**config.mk**
```make
export PLATFORM = sky130hd
export DESIGN_NAME = vidc_dma_timing_gen_flat
export DESIGN_NICKNAME = d
export VERILOG_FILES = /design/src/rtl/vidc_dma_timing_gen_if.sv /design/src/rtl/vidc_dma_timing_gen.sv /design/src/flat_wrapper.sv
export SDC_FILE = /design/constraint.sdc
export NUM_CORES = 1
export LEC_CHECK = 0
export ABC_AREA = 1
export CAP_MARGIN = 5
export CORE_ASPECT_RATIO = 1.5
export CORE_MARGIN = 4
export CORE_UTILIZATION = 59
export CTS_CLUSTER_DIAMETER = 100
export DETAILED_ROUTE_END_ITERATION = 8
export PLACE_DENSITY = 0.8
export SYNTH_ARGS = -nofsm -noshare
export SYNTH_HDL_FRONTEND = slang
export SYNTH_SLANG_ARGS = --single-unit
```
**constraint.sdc**
```tcl
create_clock -name clk -period 1.8 [get_ports clk]
set_input_delay 0.36 -clock clk [delete_from_list [all_inputs] [get_ports clk]]
set_output_delay 0.36 -clock clk [all_outputs]
set_load 0.05 [all_outputs]
```
**src/rtl/vidc_dma_timing_gen_if.sv**
```systemverilog
// DMA handshake bundle between the VIDC timing generator and the MEMC.
//   master : VIDC side, drives the active-low requests, samples the acks.
//   slave  : MEMC side, samples the requests, drives the active-low acks.
interface vidc_dma_timing_gen_if;
  logic vidc_nvidrq;
  logic vidc_nsndrq;
  logic vidc_nvidak;
  logic vidc_nsndak;

  modport master (output vidc_nvidrq, output vidc_nsndrq,
                  input  vidc_nvidak, input  vidc_nsndak);
  modport slave  (input  vidc_nvidrq, input  vidc_nsndrq,
                  output vidc_nvidak, output vidc_nsndak);
endinterface

```
**src/rtl/vidc_dma_timing_gen.sv**
```systemverilog
// VIDC-side raster timing and DMA request generator.
//   vidc_dma_chan       : one DMA request channel (IDLE/REQ FSM, ack-edge
//                         counter, sticky overrun flag).
//   vidc_dma_timing_gen : x/y raster counters, sync/flyback decode,
//                         frame_start pulse, video and sound channels.
// Top ports:
//   clk, reset_n            pixel clock, async active-low reset
//   run                     1 = raster advances, 0 = stop mode
//   snd_en                  enables the once-per-line sound trigger
//   ovr_clr                 synchronous clear of both overrun flags
//   dma (master)            vidc_nvidrq/nsndrq out, vidc_nvidak/nsndak in
//   vidc_nhs/nvcs/flybk     combinational decodes of x/y
//   frame_start             one-cycle pulse after the x=0,y=0 run cycle
//   vid_overrun/snd_overrun sticky dropped-trigger flags

module vidc_dma_chan #(
  parameter int BURST = 4
) (
  input  logic clk,
  input  logic reset_n,
  input  logic run_i,
  input  logic trig_i,
  input  logic ack_n_i,
  input  logic ovr_clr_i,
  output logic rq_n_o,
  output logic ovr_o
);
  localparam int CW = $clog2(BURST + 1);
  localparam logic [0:0] S_IDLE = 1'b0;
  localparam logic [0:0] S_REQ  = 1'b1;

  logic [0:0]    state_q, state_d;
  logic [CW-1:0] cnt_q, cnt_d;
  logic          last_q, rq_q, rq_d, ovr_q, ovr_d, ovr_set, ack_edge;

  assign ack_edge = last_q & ~ack_n_i;

  always_comb begin
    state_d = state_q;
    cnt_d   = cnt_q;
    rq_d    = rq_q;
    ovr_set = 1'b0;
    if (!run_i) begin
      // stop mode abandons any burst in flight
      state_d = S_IDLE;
      cnt_d   = '0;
      rq_d    = 1'b1;
    end else begin
      // request pin trails the FSM state by one edge
      rq_d = (state_q == S_IDLE);
      if (state_q == S_IDLE) begin
        if (trig_i) begin
          state_d = S_REQ;
          cnt_d   = '0;
        end
      end else begin
        ovr_set = trig_i;
        if (ack_edge) begin
          cnt_d = cnt_q + 1'b1;
          if (cnt_q == CW'(BURST - 1)) state_d = S_IDLE;
        end
      end
    end
    // a set in the same cycle as a clear wins
    ovr_d = ovr_set ? 1'b1 : (ovr_clr_i ? 1'b0 : ovr_q);
  end

  always_ff @(posedge clk or negedge reset_n) begin
    if (!reset_n) begin
      state_q <= S_IDLE;
      cnt_q   <= '0;
      last_q  <= 1'b1;
      rq_q    <= 1'b1;
      ovr_q   <= 1'b0;
    end else begin
      state_q <= state_d;
      cnt_q   <= cnt_d;
      last_q  <= ack_n_i;
      rq_q    <= rq_d;
      ovr_q   <= ovr_d;
    end
  end

  assign rq_n_o = rq_q;
  assign ovr_o  = ovr_q;
endmodule

module vidc_dma_timing_gen #(
  parameter int CTR_W        = 12,
  parameter int HCYC         = 800,
  parameter int HSW          = 95,
  parameter int VCYC         = 525,
  parameter int VSW          = 3,
  parameter int VSTART       = 33,
  parameter int VEND         = 513,
  parameter int VID_PER_LOG2 = 4,
  parameter int VID_BURST    = 4,
  parameter int SND_X        = 2,
  parameter int SND_BURST    = 4
) (
  input  logic                        clk,
  input  logic                        reset_n,
  input  logic                        run,
  input  logic                        snd_en,
  input  logic                        ovr_clr,
  vidc_dma_timing_gen_if.master       dma,
  output logic                        vidc_nhs,
  output logic                        vidc_nvcs,
  output logic                        vidc_flybk,
  output logic                        frame_start,
  output logic                        vid_overrun,
  output logic                        snd_overrun
);
  localparam logic [CTR_W-1:0] X_LAST   = CTR_W'(HCYC - 1);
  localparam logic [CTR_W-1:0] Y_LAST   = CTR_W'(VCYC - 1);
  localparam logic [CTR_W-1:0] HSW_C    = CTR_W'(HSW);
  localparam logic [CTR_W-1:0] VSW_C    = CTR_W'(VSW);
  localparam logic [CTR_W-1:0] VSTART_C = CTR_W'(VSTART);
  localparam logic [CTR_W-1:0] VEND_C   = CTR_W'(VEND);
  localparam logic [CTR_W-1:0] SNDX_C   = CTR_W'(SND_X);

  logic [CTR_W-1:0] x_q, x_d, y_q, y_d;
  logic             fs_q, in_disp, vid_trig, snd_trig;

  always_comb begin
    x_d = x_q;
    y_d = y_q;
    if (run) begin
      if (x_q == X_LAST) begin
        x_d = '0;
        y_d = (y_q == Y_LAST) ? '0 : y_q + 1'b1;
      end else begin
        x_d = x_q + 1'b1;
      end
    end
  end

  always_ff @(posedge clk or negedge reset_n) begin
    if (!reset_n) begin
      x_q  <= '0;
      y_q  <= '0;
      fs_q <= 1'b0;
    end else begin
      x_q  <= x_d;
      y_q  <= y_d;
      fs_q <= run && (x_q == '0) && (y_q == '0);
    end
  end

  assign in_disp    = (y_q >= VSTART_C) && (y_q < VEND_C);
  assign vidc_nhs   = !(x_q < HSW_C);
  assign vidc_nvcs  = !(y_q < VSW_C);
  assign vidc_flybk = !in_disp;
  assign frame_start = fs_q;

  // video fetches every 2^VID_PER_LOG2 clocks across the active part of display lines
  assign vid_trig = run && in_disp && (x_q >= HSW_C) && (&x_q[VID_PER_LOG2-1:0]);
  assign snd_trig = run && snd_en && (x_q == SNDX_C);

  vidc_dma_chan #(.BURST(VID_BURST)) u_vid (
    .clk(clk), .reset_n(reset_n), .run_i(run), .trig_i(vid_trig),
    .ack_n_i(dma.vidc_nvidak), .ovr_clr_i(ovr_clr),
    .rq_n_o(dma.vidc_nvidrq), .ovr_o(vid_overrun)
  );

  vidc_dma_chan #(.BURST(SND_BURST)) u_snd (
    .clk(clk), .reset_n(reset_n), .run_i(run), .trig_i(snd_trig),
    .ack_n_i(dma.vidc_nsndak), .ovr_clr_i(ovr_clr),
    .rq_n_o(dma.vidc_nsndrq), .ovr_o(snd_overrun)
  );
endmodule

```
**src/flat_wrapper.sv**
```systemverilog
// flat-port wrapper written by rule: the top's interface ports become plain ports
module vidc_dma_timing_gen_flat 
#(
  parameter int CTR_W        = 12,
  parameter int HCYC         = 800,
  parameter int HSW          = 95,
  parameter int VCYC         = 525,
  parameter int VSW          = 3,
  parameter int VSTART       = 33,
  parameter int VEND         = 513,
  parameter int VID_PER_LOG2 = 4,
  parameter int VID_BURST    = 4,
  parameter int SND_X        = 2,
  parameter int SND_BURST    = 4
)
  (clk, reset_n, run, snd_en, ovr_clr, vidc_nhs, vidc_nvcs, vidc_flybk, frame_start, vid_overrun, snd_overrun, dma_vidc_nvidrq, dma_vidc_nsndrq, dma_vidc_nvidak, dma_vidc_nsndak);
  vidc_dma_timing_gen_if dma_i ();
  input  logic clk;
  input  logic reset_n;
  input  logic run;
  input  logic snd_en;
  input  logic ovr_clr;
  output logic vidc_nhs;
  output logic vidc_nvcs;
  output logic vidc_flybk;
  output logic frame_start;
  output logic vid_overrun;
  output logic snd_overrun;
  output wire logic [$bits(dma_i.vidc_nvidrq)-1:0] dma_vidc_nvidrq;
  output wire logic [$bits(dma_i.vidc_nsndrq)-1:0] dma_vidc_nsndrq;
  input wire logic [$bits(dma_i.vidc_nvidak)-1:0] dma_vidc_nvidak;
  input wire logic [$bits(dma_i.vidc_nsndak)-1:0] dma_vidc_nsndak;
  assign dma_vidc_nvidrq = dma_i.vidc_nvidrq;
  assign dma_vidc_nsndrq = dma_i.vidc_nsndrq;
  assign dma_i.vidc_nvidak = dma_vidc_nvidak;
  assign dma_i.vidc_nsndak = dma_vidc_nsndak;
  vidc_dma_timing_gen #(.CTR_W(CTR_W), .HCYC(HCYC), .HSW(HSW), .VCYC(VCYC), .VSW(VSW), .VSTART(VSTART), .VEND(VEND), .VID_PER_LOG2(VID_PER_LOG2), .VID_BURST(VID_BURST), .SND_X(SND_X), .SND_BURST(SND_BURST)) u_core (.clk(clk), .reset_n(reset_n), .run(run), .snd_en(snd_en), .ovr_clr(ovr_clr), .dma(dma_i), .vidc_nhs(vidc_nhs), .vidc_nvcs(vidc_nvcs), .vidc_flybk(vidc_flybk), .frame_start(frame_start), .vid_overrun(vid_overrun), .snd_overrun(snd_overrun));
endmodule
```
# == Word level (Yosys, flattened, before mapping) ==
# Cells that the tools add are included.
# W data, S select, Z words.
# op_classes
addsub,4
multipliers,0
div,0
order_cmp,5
n_eq_ne,9
shift,0
mux,29
bitwise,6
reduce_logical,19
# op_table
cell,count
$add A12 B1 Y12 const B,2
$eq A12 B10 Y1 const B,2
$logic_not A12 Y1,2
$mux W12,2
$mux W3,8
$mux W1,19
$eq A12 B2 Y1 const B,1
$ge A12 B6 Y1 const B,1
$ge A12 B7 Y1 const B,1
$lt A12 B10 Y1 const B,1
$lt A12 B2 Y1 const B,1
$lt A12 B7 Y1 const B,1
$logic_and A1 B1 Y1,8
$add A3 B1 Y3 const B,2
$eq A3 B2 Y1 const B,2
$ne A3 B1 Y1 const B,2
$ne A3 B2 Y1 const B,2
$reduce_and A2 Y1,3
$not A1 Y1,4
$reduce_and A4 Y1,1
$reduce_bool A2 Y1,2
$logic_not A1 Y1,3
$and A1 B1 Y1,2
# totals
ff_bits,39
latch_bits,0
ram_bits,0
romBits,0
in_bits,7
out_inout_bits,8
elab_cells,85
mem_count,0

# == Depth between registers and ports, before layout ==
# Gate-level depths: netlist of run 1.
# logic_depth
depth_word,8
ltp_mapped,11
ltp_nobuf,11

# == Cells and area by module ==
# Synthesis of run 1 repeated with hierarchy kept, for this count alone.
# hier_totals
hier_cells,305
hier_area_um2,2324.7
# modules_own_cells
module,n_inst,cells_per_inst,area_per_inst_um2,seq_area_each_um2
vidc_dma_timing_gen,1,227,1650.3,625.6
vidc_dma_chan at u_core.u_vid,1,39,340.3,177.7
vidc_dma_chan at u_core.u_snd,1,39,334.1,177.7

# == Worst setup path before layout of run 1 ==
# Ideal clock, no wire load.
# synth_path
kind,register -> register
from,register u_core.y_q[0]
to,register u_core.u_vid.ovr_q (netlist: u_core.u_vid.ovr_o)
setup_time_ns,0.076
t_arrival_ns,1.687
t_required_ns,1.724
slack_ns,0.036
stages_incl_launch_ff,10
n_path_buf,0
period_less_slack_ns,1.764
cell_sequence,dfrtp_1 inv_1 ha_1 nand3_1 nand2_1 nand2_1 nand3_1 nor2_1 nand2_1 o21ai_1
# synth_between
elab_chain_cells,8
word_cells_on_any_way,10
cone_classes,2 x order compare; 3 x mux; 5 x reduce/logical
# synth_rtl
item,line_no,text
"start, declared",vidc_dma_timing_gen.sv:122,"logic [CTR_W-1:0] x_q, x_d, y_q, y_d;"
"start signal, assigned",vidc_dma_timing_gen.sv:145,y_q <= y_d;
$ge A12 B6 Y1 / $lt A12 B10 Y1 (equally long branches),vidc_dma_timing_gen.sv:150,assign in_disp = (y_q >= VSTART_C) && (y_q < VEND_C);
$logic_and A1 B1 Y1 (*),vidc_dma_timing_gen.sv:150,
$logic_and A1 B1 Y1 (*) (3 in a row),vidc_dma_timing_gen.sv:157,assign vid_trig = run && in_disp && (x_q >= HSW_C) && (&x_q[VID_PER_LOG2-1:0]);
$mux W1 (*),vidc_dma_timing_gen.sv:51,if (state_q == S_IDLE) begin
$mux W1 (*),vidc_dma_timing_gen.sv:43,if (!run_i) begin
$mux W1 / $reduce_bool A2 Y1 (equally long branches),-,
"end signal, assigned",vidc_dma_timing_gen.sv:80,ovr_q <= ovr_d;
"end, declared",vidc_dma_timing_gen.sv:34,"logic last_q, rq_q, rq_d, ovr_q, ovr_d, ovr_set, ack_edge;"
# Every way passes the cells marked *; elsewhere a longest branch is shown, timed or not.
# A chain may end at the register's enable or synchronous reset.

# == Worst setup path after layout of run 1 ==
# layout_path
from,register u_core.y_q[7]
to,output vidc_nvcs
# layout_between
elab_chain_cells,2
# layout_rtl
item,line_no,text
$lt A12 B2 Y1,vidc_dma_timing_gen.sv:152,assign vidc_nvcs = !(y_q < VSW_C);
$logic_not A1 Y1,vidc_dma_timing_gen.sv:152,
"end, declared",flat_wrapper.sv:24,output logic vidc_nvcs;
# No other way between the ends.

==> results of run 1 <==
## cell families after synthesis
kind of cell,after synthesis,share of synthesized area
fa+ha+maj,10,0.0552
buf+inv,55,0.0966
xor+xnor,12,0.0464
simple gates,150,0.308
flops,39,0.433
compound gates,26,0.0607
## power by group through the flow
stage | clock [mW] | combinational, mW | sequential, mW
2_1_floorplan | 0 | 0.339 | 1.08
3_3_place_gp | 0 | 0.434 | 1.11
3_5_place_dp | 0 | 0.447 | 1.11
4_1_cts | 0.778 | 0.504 | 1.09
5_1_grt | 0.817 | 0.634 | 1.11
6_report | 0.757 | 0.557 | 1.10
## through the flow
step | hold WS [ps] | power (mW) | setup WS [ps] | cells | cell area, µm²
floorplan | 64.4 | 1.42 | 36.3 | 292 | 2270
global placement | 440 | 1.54 | 5.85 | 357 | 2530
detailed placement | 440 | 1.56 | -26.7 | 357 | 2530
CTS | 115 | 2.37 | -4.51 | 376 | 2810
global route | 130 | 2.56 | -140 | 383 | 2910
finish | 100 | 2.42 | -93.3 | 383 | 2910
## final timing paths
path / endpoint / slack, ps / cells past startpoint
setup reg to reg: u_core.x_q[8]$_DFFE_PN0P_ / 140 / 9
hold / removal: u_core.y_q[9]$_DFFE_PN0P_ / 100 / 2
min in group clk: u_core.u_snd.cnt_q[2]$_DFFE_PN0P_ / 480 / 2
max in group asynchronous: u_core.x_q[6]$_DFFE_PN0P_ / 1330 / 2
setup / recovery: vidc_nvcs / -90 / 5
hold reg to reg: u_core.u_snd.cnt_q[2]$_DFFE_PN0P_ / 480 / 2
## state kept, by name, summed over array words and instances, names as in the netlist
register              count
u_core.u_vid.state_q      1
u_core.u_snd.state_q      1
u_core.u_vid.cnt_q        3
u_core.u_snd.cnt_q        3
u_core.u_snd.last_q       1
u_core.x_q               12
u_core.u_snd.ovr_o        1
u_core.frame_start        1
u_core.u_vid.last_q       1
u_core.u_vid.ovr_o        1
u_core.u_snd.rq_n_o       1
u_core.y_q               12
u_core.u_vid.rq_n_o       1
## layout make-up
cell class / instances / area, µm²
Sequential cell: 39 / 983
Tap cell: 43 / 53.8
Multi-Input combinational cell: 198 / 1190
Clock inverter: 2 / 35.0
Fill cell: 237 / 776
Clock buffer: 6 / 82.6
Timing Repair Buffer: 42 / 363
Inverter: 53 / 199
## cell usage in the layout (no fill, tap or decap), types with 8 or more instances in the layout
master   count
nor2_2      12
buf_4       33
nor2_1      25
dfrtp_1     33
o21ai_0     11
nand3_1     22
xor2_1      12
inv_1       40
inv_2       13
o21ai_1      8
nand2_1     63
## layer usage
metal | vias to the layer above | routed length (µm) | GRT usage
met5 | - | 0 | 0
met4 | 0 | 154 | 0.109
met3 | 18 | 200 | 0.0511
met2 | 52 | 3120 | 0.421
met1 | 1020 | 2120 | 0.237
li1 | 1014 | - | -
## worst max-delay path, delay by kind of cell, from the launching register on
kind,cells,cell delay (ps)
flops,1,430
simple gates,4,630
buf+inv,1,180
## timing repair
action | in CTS | in global routing
buffers inserted | 11 | 7
endpoints found under the setup margin | 3 | 3
pin swaps | 6 | 10
resized for setup | 21 | 17
==> reports/metrics.yaml, run 1 <==
timing:
  finalHoldViolations: 0
  fin_crit_ps: 1890
  max_slew_margin: 0.674
  fin_crit_sh: 1.05
  fin_ws_ps: -93.3
  fmax_ghz: 0.528
  rsz0062_at_grt: "true"
  slew_violations: 0
  setup_viol: 2
  tightest_slew_ps: 490
  fin_skew_ps: 1.87
  fin_tns_setup_ps: -175
global_routing:
  gr-usage-all-layers: 0.231
  grt_pass1_wl_um: 8730
  grt_max_degree: 40
  grt-ovfl-total: 0
  grt_pass1_vias: 2036
  antenna_found_initial: 0
clock_network:
  clock_latency_ps: 290
  cts_buffer_depth: 2
  cts_max_level: 2
  postCtsHoldBufs: 0
  cts_tree: "built"
  cts_sinks: 39
  cts_root_buf: "clkbuf_8"
  cts_buffers: 5
  clkTransAtPathRegs_ps: 70
power_and_ir_drop:
  power_switching_mw: 0.770
  ir_drop_uv: 779
  combPwrFrac: 0.230
  leakage_nw: 1.45
  clockPowerShare: 0.313
  swShare: 0.319
  internal_power_mw: 1.65
  seqPwrFrac: 0.456
  p_per_area_mw_per_mm2: 832
final_layout:
  area_growth_pct: 28.3
  post-route-util: 0.789
  diodes: 0
  drive_gt1_frac: 0.282
  layout.nets: 356
yosys:
  synth_most_common_cell: "nand2_1"
  yosysWarningCount: 0
  avgSynthCellArea_um2: 7.76
  synth.top_cells.by_area: "dfrtp_1 39%, nand2_1 11%, inv_1 7.6%"
  synth_top_flop_cell: "dfrtp_1"
  synth_area_mm2: 0.00227
  ys_seq_area_frac: 0.433
  synth_edf_count: 0
  synthDominantCellAreaShare: 0.387
  syn_nets: 309
  async_flop_share: 1.00
  synth_common_cells: "68 x nand2_1, 46 x inv_1, 35 x dfrtp_1, 34 x nor2_1, 26 x nand3_1"
  ys_ff_latch: 39
  netlist_instances: 292
  synth_cell_types: 27
  yosys.area.top_type: "dfrtp_1"
critical_path:
  worstSetupEndpointType: "output pin"
  max_stage_delay_ps: 430
  crit_start: "u_core.y_q[7]$_DFFE_PN0P_"
  crit_arrival_ps: 1530
  cp_max_fo: 3
  cp-start-kind: "register"
  critPathRequiredTime_ps: 1440
  r2r_start: "u_core.x_q[0]$_DFFE_PN0P_"
  slowest_stage: "dfrtp_1"
  worstSetupPathType: "register to output pin"
  cp_cell_sequence: "nor2_2, nand2_2, nor2_4, nand3_1, buf_12"
floorplan:
  placeableCoreArea_mm2: 0.00368
  rows: 27
  fp.dieH_um: 83.9
  start_util: 0.615
  die_width_um: 58.6
  dieArea_mm2: 0.00492
  num_io_pins: 15
routing:
  drt_first_pass_iters: 4
  routedWlPerCell_um: 14.6
  wirelength_um: 5600
  viasPerCell: 5.49
  drc: 0
  ant_nets: 0
  via_count: 2104
  drt_iter0_markers: 123
run:
  maxCapViolCount: 0
status:
  status: "finished, violations left"
  violations: "setup timing"
worst_hold_path:
  hold_path.class: "primary input to asynchronous set/reset pin"
placed_design:
  place.gp.congestion: 0.972
  dp_hpwl_um: 3520
  io_buffers: 14
Power figures use the tool's default switching activity.
==> run 2: changes to the inputs <==
CORE_UTILIZATION = 40   (was 59)
CTS_BUF_LIST = sky130_fd_sc_hd__clkbuf_2 sky130_fd_sc_hd__clkbuf_4 sky130_fd_sc_hd__clkbuf_8   (was unset)
PLACE_DENSITY = 0.6   (was 0.8)
==> run 2 against run 1 <==
Core utilization decreased by 26 points. Highest routed layer unchanged. Cell area increased by 0.52%. Non-clock buffer count increased by 3. Die area increased by 42%. Via count decreased by 4.6%. The flow still finishes with violations (setup timing). Combinational power decreased by 1%. Clock power decreased by 20%. Global-route usage decreased by 6.5 points.
==> reports/metrics.yaml, run 2 (same netlist as run 1, synthesis figures left out) <==
floorplan:
  dieArea_mm2: 0.00696
  placeableCoreArea_mm2: 0.00549
  fp.dieH_um: 100
  rows: 33
  die_width_um: 69.5
  start_util: 0.413
  num_io_pins: 15
power_and_ir_drop:
  swShare: 0.342
  internal_power_mw: 1.49
  clockPowerShare: 0.269
  leakage_nw: 1.45
  power_switching_mw: 0.773
  design_power_total_mw: 2.26
  combPwrFrac: 0.243
  ir_drop_uv: 604
  p_per_area_mw_per_mm2: 773
  seqPwrFrac: 0.488
critical_path:
  worstSetupPathType: "register to output pin"
  cp_max_fo: 3
  critPathRequiredTime_ps: 1440
  r2r_cells: 12
  r2r_start: "u_core.y_q[1]$_DFFE_PN0P_"
  r2r-end: "u_core.u_vid.ovr_o$_DFFE_PN0P_"
  crit_arrival_ps: 1530
  r2r_slack_ps: 150
  cp-start-kind: "register"
  worstSetupEndpointType: "output pin"
status:
  status: "finished, violations left"
  violations: "setup timing"
clock_network:
  cts_buffer_depth: 2
  clkTransAtPathRegs_ps: 80
  cts_max_level: 2
  cts_buffers: 5
  cts_sinks: 39
  clock_latency_ps: 290
  cts_root_buf: "clkbuf_8"
  cts_tree: "built"
routing:
  via_count: 2008
  drt_first_pass_iters: 4
  ant_nets: 0
  dr_wl_met3_um: 143
  top_layer: "met4"
  wl_met2_um: 2950
  drt_iter0_markers: 83
  routedWlPerCell_um: 13.0
  met1_length_um: 2020
  viasPerCell: 4.86
  drc: 0
  wirelength_um: 5370
global_routing:
  grt_pass1_vias: 2111
  grt_pass1_wl_um: 9140
  grt-ovfl-total: 0
  antenna_found_initial: 0
  gr-usage-all-layers: 0.166
  grt_max_degree: 20
timing:
  fin_crit_sh: 1.05
  tightest_slew_ps: 347
  rsz0062_at_grt: "true"
  finalHoldViolations: 0
  max_slew_margin: 0.767
  fin_ws_ps: -88.1
  fmax_ghz: 0.530
  slew_violations: 0
  setup_viol: 2
  fin_crit_ps: 1890
  fin_skew_ps: 9.40
final_layout:
  area_growth_pct: 28.9
  diodes: 0
  stdcell_count: 413
  multiInputGateArea_mm2: 0.00117
  reg_top3: "u_core.x_q (12), u_core.y_q (12)"
  fillers: 534
  final_cell_area_mm2: 0.00292
  layout.nets: 359
  layout_commonest_cell: "nand2_1"
  most-common-layout-cells: "63 x nand2_1, 43 x inv_1, 35 x buf_4"
  drive_gt1_frac: 0.274
  ff_latch_area_um2: 983
placed_design:
  place.gp.congestion: 0.854
  dp_cells: 387
  dp_hpwl_um: 3860
  io_buffers: 14
  dpl_cell_area_mm2: 0.00258
run:
  maxCapViolCount: 0
worst_hold_path:
  hold_path.class: "primary input to asynchronous set/reset pin"
[run 2: worst max path at each step]
| stage | depth (start not counted) | end | startpoint | slack [ps] |
|---|---|---|---|---|
| 4_1_cts | 5 | vidc_flybk | u_core.y_q[7]$_DFFE_PN0P_ | -40 |
| 2_1_floorplan | 9 | u_core.u_vid.ovr_o$_DFFE_PN0P_ | u_core.y_q[0]$_DFFE_PN0P_ | 40 |
| 6_report | 7 | vidc_flybk | u_core.y_q[6]$_DFFE_PN0P_ | -90 |
| 3_5_place_dp | 8 | u_core.u_vid.cnt_q[0]$_DFFE_PN0P_ | run | -90 |
| 5_1_grt | 7 | vidc_flybk | u_core.y_q[6]$_DFFE_PN0P_ | -170 |
| 3_3_place_gp | 9 | u_core.x_q[11]$_DFFE_PN0P_ | run | -50 |
[run 2: layout make-up]
class                   count  area share
clock inverters             2     0.00428
flip-flops and latches     39       0.337
repair buffers             45       0.133
multi-input cells         198       0.402
inverters                  53      0.0681
well taps                  70      0.0300
clock buffers               6      0.0261
[run 2: layer usage]
metal | vias up | global-route usage
met1 | 938 | 0.161
met2 | 36 | 0.315
li1 | 1012 | -
met5 | - | 0
met3 | 22 | 0.0271
met4 | 0 | 0.114
[run 2: repair_timing]
action,4_1_cts,5_1_grt
hold endpoints to repair,11,0
endpoints found under the setup margin,3,5
setup buffers,11,6
hold buffers,1,0
pin swaps,8,8
gates resized for setup,18,14
[run 2: through the flow]
step,utilization,hold slack [ps],worst slack (ps),setup TNS (ps)
floorplan,-,64.4,36.3,0
global placement,0.470,274,-48.7,-144
detailed placement,0.470,272,-85.6,-392
CTS,0.516,489,-39.1,-76.4
global route,0.532,507,-171,-308
finish,0.532,479,-88.1,-133
[run 2: power groups by stage]
stage | clock network [mW] | registers (mW) | logic (mW)
5_1_grt | 0.668 | 1.12 | 0.625
2_1_floorplan | 0 | 1.08 | 0.339
3_5_place_dp | 0 | 1.11 | 0.453
3_3_place_gp | 0 | 1.11 | 0.449
6_report | 0.607 | 1.10 | 0.549
4_1_cts | 0.624 | 1.09 | 0.503
[run 2: critical path, stage by stage (launching register included)]
cell and delay (ps):
dfrtp_1 440, nor2_2 190, buf_4 130, nand2_2 40, nor2_2 110, nand2_2 90
nand3_4 100, buf_12 140
